File: config.mk
export PLATFORM = sky130hd
export DESIGN_NAME = sdram_cache_port
export DESIGN_NICKNAME = d
export VERILOG_FILES = /design/src/rtl/sdram_port_pkg.sv /design/src/rtl/port_write_fifo.sv /design/src/rtl/sdram_cache_port.sv
export SDC_FILE = /design/constraint.sdc
export NUM_CORES = 1
export LEC_CHECK = 0
export CAP_MARGIN = 20
export CORE_MARGIN = 3
export CORE_UTILIZATION = 35
export CTS_CLUSTER_SIZE = 40
export DETAILED_ROUTE_END_ITERATION = 8
export GPL_TIMING_DRIVEN = 0
export SYNTH_ARGS = -nofsm -noshare
export SYNTH_HDL_FRONTEND = slang
export SYNTH_SLANG_ARGS = --single-unit
File: constraint.sdc
create_clock -name clk -period 3.4 [get_ports clk]
set_input_delay 0.51 -clock clk [delete_from_list [all_inputs] [get_ports clk]]
set_output_delay 0.51 -clock clk [all_outputs]
set_load 0.03 [all_outputs]
File: src/rtl/sdram_port_pkg.sv
// sdram_port_pkg: shared state encoding, burst lengths and posted-write entry layout
package sdram_port_pkg;
  localparam int BURSTLEN = 8;
  localparam int WRBEATS = 2;
  typedef enum logic [2:0] {
    IDLE     = 3'd0,
    WR_ISSUE = 3'd1,
    WR_BEAT1 = 3'd2,
    RD_ISSUE = 3'd3,
    RD_DATA  = 3'd4
  } state_t;
  typedef struct packed {
    logic [31:0] addr;
    logic [31:0] data;
    logic [3:0]  bytesel;
  } wb_entry_t;
  function automatic logic [2:0] last_beat(input logic rd);
    return rd ? 3'(BURSTLEN - 1) : 3'(WRBEATS - 1);
  endfunction
endpackage

File: src/rtl/port_write_fifo.sv
// port_write_fifo: posted-write queue of {addr, data, bytesel}; caller never pushes when full or pops when empty
module port_write_fifo
  import sdram_port_pkg::*;
#(
  parameter int DEPTH = 4
) (
  input  logic                     clk,
  input  logic                     reset,
  input  logic                     push,
  input  logic                     pop,
  input  wb_entry_t                wdata,
  output wb_entry_t                rdata,
  output logic                     full,
  output logic                     empty,
  output logic [$clog2(DEPTH):0]   count
);
  localparam int AW = $clog2(DEPTH);
  wb_entry_t mem_q [DEPTH];
  wb_entry_t mem_d [DEPTH];
  logic [AW-1:0] wp_q, wp_d, rp_q, rp_d;
  logic [AW:0] cnt_q, cnt_d;
  always_comb begin
    mem_d = mem_q;
    if (push) mem_d[wp_q] = wdata;
    wp_d = push ? wp_q + AW'(1) : wp_q;
    rp_d = pop ? rp_q + AW'(1) : rp_q;
    cnt_d = cnt_q + (AW+1)'(push) - (AW+1)'(pop);
  end
  always_ff @(posedge clk) mem_q <= mem_d;
  always_ff @(posedge clk) begin
    if (reset) begin
      wp_q <= '0;
      rp_q <= '0;
      cnt_q <= '0;
    end else begin
      wp_q <= wp_d;
      rp_q <= rp_d;
      cnt_q <= cnt_d;
    end
  end
  assign rdata = mem_q[rp_q];
  assign full = cnt_q == (AW+1)'(DEPTH);
  assign empty = cnt_q == '0;
  assign count = cnt_q;
endmodule

File: src/rtl/sdram_cache_port.sv
// sdram_cache_port: arbitrates posted CPU writes and cache line fills onto one SDRAM controller port
module sdram_cache_port
  import sdram_port_pkg::*;
#(
  parameter int WBDEPTH  = 4,
  parameter int ADDRBITS = 25
) (
  input  logic                clk,
  input  logic                reset,
  input  logic                cache_req,
  input  logic [31:0]         cache_addr,
  output logic                cache_fill,
  output logic [15:0]         cache_data,
  input  logic                wr_req,
  input  logic [31:0]         wr_addr,
  input  logic [31:0]         wr_data,
  input  logic [3:0]          wr_bytesel,
  output logic                wr_ack,
  output logic                wb_empty,
  output logic                sd_req,
  output logic                sd_rw,
  output logic [ADDRBITS-1:0] sd_addr,
  input  logic                sd_ack,
  output logic [15:0]         sd_wdata,
  output logic [1:0]          sd_dqm,
  input  logic                sd_wrnext,
  input  logic                sd_rdvalid,
  input  logic [15:0]         sd_rdata,
  output logic                error
);
  localparam int CW = $clog2(WBDEPTH) + 1;
  state_t state_q, state_d;
  logic [2:0] beat_q, beat_d;
  logic acked_q, acked_d, wr_ack_q, wr_ack_d, fill_q, fill_d, error_q, error_d;
  logic [15:0] rdata_q, rdata_d;
  logic [ADDRBITS-2:0] rd_addr_q, rd_addr_d;
  logic push, pop, full, empty, in_wr, unused_bits;
  logic [CW-1:0] count;
  wb_entry_t head, entry;
  assign entry = '{addr: wr_addr, data: wr_data, bytesel: wr_bytesel};
  port_write_fifo #(.DEPTH(WBDEPTH)) u_fifo (
    .clk(clk),
    .reset(reset),
    .push(push),
    .pop(pop),
    .wdata(entry),
    .rdata(head),
    .full(full),
    .empty(empty),
    .count(count)
  );
  // full is the registered count, so a same-cycle pop never admits a write while full
  always_comb begin
    in_wr = state_q == WR_ISSUE || state_q == WR_BEAT1;
    push = wr_req && !full && !wr_ack_q;
    pop = state_q == WR_BEAT1 && sd_wrnext;
    wr_ack_d = push;
    acked_d = state_q == WR_ISSUE && (acked_q || sd_ack);
    state_d = state_q;
    beat_d = beat_q;
    rd_addr_d = rd_addr_q;
    rdata_d = rdata_q;
    fill_d = 1'b0;
    case (state_q)
      IDLE: begin
        state_d = !empty ? WR_ISSUE : cache_req ? RD_ISSUE : IDLE;
        rd_addr_d = cache_addr[ADDRBITS:2];
      end
      WR_ISSUE: state_d = sd_wrnext ? WR_BEAT1 : WR_ISSUE;
      WR_BEAT1: state_d = sd_wrnext ? IDLE : WR_BEAT1;
      RD_ISSUE: begin
        state_d = sd_ack ? RD_DATA : RD_ISSUE;
        beat_d = '0;
      end
      RD_DATA: if (sd_rdvalid) begin
        rdata_d = sd_rdata;
        fill_d = beat_q == '0;
        beat_d = beat_q + 3'd1;
        state_d = beat_q == last_beat(1'b1) ? IDLE : RD_DATA;
      end
      default: state_d = IDLE;
    endcase
    error_d = error_q || (sd_rdvalid && state_q != RD_DATA) ||
              (state_q == RD_DATA && beat_q != '0 && !sd_rdvalid) || (sd_wrnext && !in_wr);
  end
  always_ff @(posedge clk) begin
    if (reset) begin
      state_q <= IDLE;
      beat_q <= '0;
      acked_q <= 1'b0;
      wr_ack_q <= 1'b0;
      fill_q <= 1'b0;
      error_q <= 1'b0;
      rdata_q <= '0;
      rd_addr_q <= '0;
    end else begin
      state_q <= state_d;
      beat_q <= beat_d;
      acked_q <= acked_d;
      wr_ack_q <= wr_ack_d;
      fill_q <= fill_d;
      error_q <= error_d;
      rdata_q <= rdata_d;
      rd_addr_q <= rd_addr_d;
    end
  end
  assign sd_req = (state_q == WR_ISSUE && !acked_q) || state_q == RD_ISSUE;
  assign sd_rw = state_q == RD_ISSUE;
  assign sd_addr = in_wr ? {head.addr[ADDRBITS:2], 1'b0} : sd_rw ? {rd_addr_q, 1'b0} : '0;
  assign sd_wdata = state_q == WR_ISSUE ? head.data[31:16] : state_q == WR_BEAT1 ? head.data[15:0] : '0;
  assign sd_dqm = state_q == WR_ISSUE ? ~head.bytesel[3:2] : state_q == WR_BEAT1 ? ~head.bytesel[1:0] : '0;
  assign wb_empty = count == '0 && !in_wr;
  assign wr_ack = wr_ack_q;
  assign cache_fill = fill_q;
  assign cache_data = rdata_q;
  assign error = error_q;
  assign unused_bits = ^{cache_addr[31:ADDRBITS+1], cache_addr[1:0], head.addr[31:ADDRBITS+1], head.addr[1:0]};
endmodule

==> impl_metrics.tcl <==
set metrics [dict create \
    slowest_stage "clkdlybuf4s50_1" \
    slew_viol_final 0 \
    final_cell_mix "240 x edfxtp_1, 163 x clkdlybuf4s50_1, 86 x nand2_1, 57 x dfxtp_1, 47 x a21oi_1" \
    cts_sinks 297 \
    ys.flop_type "edfxtp_1" \
    p_leak_nw 5.08 \
    cp_num_buf_inv 4 \
    synth_edf_count 240 \
    clockBufferDepth 3 \
    cp_max_fo 10 \
    synth.distinct_cells 47 \
    cp.required_ps 2890 \
    fin_nets 1000 \
    start_util_pct 36.0 \
    synthArstFlopShare_pct 0 \
    synth-seq-area-share_pct 72.3 \
    finalPower_w 0.0111 \
    grt_max_degree 50 \
    cap_violations 0 \
    finClkSkew_ps 6.49 \
    vias 6419 \
    maxSlewHeadroom_pct 54.4 \
    grt_pass1_wl_microns 39700 \
    setup_ws_ps 167 \
    arrival_ps 2720 \
    final.period_utilization_pct 95.1 \
    dieArea_sq_um 35200 \
    die_x_microns 188 \
    gp_congestion 0.765 \
    setup.worst_path.start_class "register" \
    ir_worst_vdd_v 0.000500 \
    grt_usage_pct 14.4 \
    syn_nets 788 \
    status "finished clean" \
    syn_area_sq_um 11500 \
    syn_area_per_cell_sq_um 17.6 \
    place_ws_ps 346 \
    detail_route.vias_per_cell 4.83 \
    final_util_pct 46.8 \
    cts_hold_buf 0 \
    cts_htree_levels 2 \
    overflow 0 \
    worstSetupPathType "reg2out" \
    timing.hold.ws_ps 453 \
    power_density_nw_per_um2 737 \
    syn_inst 655 \
    tightest_slew_ps 684 \
    ys_warn_count 0 \
    cts_root_buffer "clkbuf_16" \
    num-fill-cells 2840 \
    finalWirelength_microns 25600 \
    cts.clk_slew.worst_paths_ps 60 \
    n_antenna_cell 0 \
    dp_cells 1264 \
    drc_errors 0 \
    area_growth_pct 30.0 \
    numCtsBuffers 34 \
    insertion_delay_ps 500 \
    dpl.hpwl_microns 16800 \
    cts_tree "done" \
    firstDrtPassIters 5 \
    coreArea_sq_um 32000 \
    path_cells "buf_4 -> nand3b_1 -> inv_2 -> buf_2 -> a22o_1 -> clkdlybuf4s50_1" \
    grt_pass1_vias 6728 \
    max_freq_ghz 0.309 \
    ant_nets 0 \
    worst_path_largest_cell_delay_ps 670 \
    finalHoldViolCount 0 \
    rsz0062_at_grt "false" \
    ios 188 \
    setup_violations 0 \
    layout.cells.non_filler 1328 \
    critPathCaptureType "output port" \
    antenna_found_initial 0 \
    critPathTopFamily "buffers and inverters" \
    routedWlPerCell_microns 19.3 \
    fp-row-count 65 \
    final_common_cell "edfxtp_1" \
    drtIter0Drc 405 \
    drive_above_1_share_pct 14.9 \
    hold_path.class "reg2reg" \
    ys_seq_elements 297 \
    fin_crit_ps 3230 \
    die_h_microns 188 \
    portBuffers 170 \
]
==> logic make-up (layout without fill, tap and decap cells) <==
| group | count (synthesis) | count (layout) | synth area share (%) |
|---|---|---|---|
| xor gates and xnor gates | 3 | 3 | 0.228 |
| buffers and inverters | 49 | 287 | 2.43 |
| muxes | 62 | 62 | 12.5 |
| and+or+nand+nor | 134 | 134 | 5.47 |
| AOI/OAI and AO/OA | 99 | 99 | 5.85 |
| other | 1 | 1 | 0.0325 |
| DFF | 297 | 297 | 72.3 |
| adders and majority gates | 10 | 10 | 1.15 |
==> layer usage <==
metal  wire length, microns  track usage (%)  vias up
met2                  12200             23.4      168
met1                  11700             20.0     3191
li1                       -                -     3024
met3                   1330             3.16       36
met4                    412             3.41        0
met5                      0                0        -
==> worst register-to-register path, cell delays in order (launching register included) <==
cell and delay (ps):
dfxtp_1 450, buf_2 290, and4bb_1 270, ha_1 300, inv_1 50, ha_1 120, inv_1 50, fa_1 410
xor2_1 160, and2_1 160, nor3_1 110
==> cell usage after synthesis, types with 2 or more instances <==
library cell  instances  area (sq um)
nor3_1                5          25.0
o21ai_0               3          15.0
o22ai_1               2          12.5
a31oi_1               2          12.5
mux2i_1               2          20.0
dfxtp_1              57          1140
clkbuf_1             16          60.1
a21oi_1              47           235
or3_1                 4          25.0
mux4_1               19           499
mux4_2               41           923
nor2b_1               4          25.0
inv_1                 9          33.8
a22o_1               40           350
ha_1                  9           113
buf_12                2          40.0
buf_4                 3          22.5
nand3_1               6          30.0
buf_6                 5          56.3
nor2_1                7          26.3
xnor2_1               2          17.5
and3_1                5          31.3
edfxtp_1            240          7210
buf_2                12          60.1
nor2_2                2          12.5
nand2_1              86           323
nand2b_1              5          31.3
==> sequential cells by signal (all words and copies together), names as in the netlist <==
signal	flops
u_fifo.mem_q	240
rd_addr_q	24
cache_data	16
beat_q	3
state_q	3
u_fifo.count	3
u_fifo.rp_q	2
u_fifo.wp_q	2
acked_q	1
cache_fill	1
error	1
wr_ack	1
==> final cells by class <==
type                            instances  area (sq um)  area share [%]
Multi-Input combinational cell        309          2940            19.6
Timing Repair Buffer                  176          1830            12.2
Sequential cell                       297          8350            55.7
Clock inverter                         25           185            1.23
Tap cell                              435           544            3.63
Clock buffer                           37           862            5.75
Inverter                               10          37.5           0.250
Buffer                                 39           250            1.67
==> repair_timing <==
action | 4_1_cts | 5_1_grt
endpoints found under the setup margin | 37 | 13
buffers inserted | 0 | 2
resized for setup | 7 | 8
pin swaps | 0 | 1
cloned | 0 | 0
==> report_power, final <==
group          internal, W  switching, W  total, W
registers          0.00432      0.000139   0.00446
clock network      0.00199       0.00140   0.00339
logic              0.00137       0.00184   0.00321
total              0.00769       0.00337    0.0111
==> worst paths after layout <==
path                                                 start                         end  slack (ps)  depth (start not counted)
worst max-delay path               state_q[0]$_SDFFE_PP0P_                 sd_addr[21]         170                          6
worst min-delay path            cache_data[2]$_SDFFE_PP0N_  cache_data[2]$_SDFFE_PP0N_         450                          2
worst min register to register  cache_data[2]$_SDFFE_PP0N_  cache_data[2]$_SDFFE_PP0N_         450                          2
worst max register to register     state_q[2]$_SDFFE_PP0P_  u_fifo.count[2]$_SDFF_PP0_         960                         10
==> through the flow <==
| stage | instance area (sq um) | setup TNS, ps |
|---|---|---|
| 4_1_cts | 15000 | 0 |
| 3_5_place_dp | 13900 | 0 |
| 6_report | 15000 | 0 |
| 2_1_floorplan | 11500 | 0 |
| 3_3_place_gp | 13800 | -270930 |
| 5_1_grt | 15000 | 0 |
No activity file was read; power rests on OpenSTA's default activity.
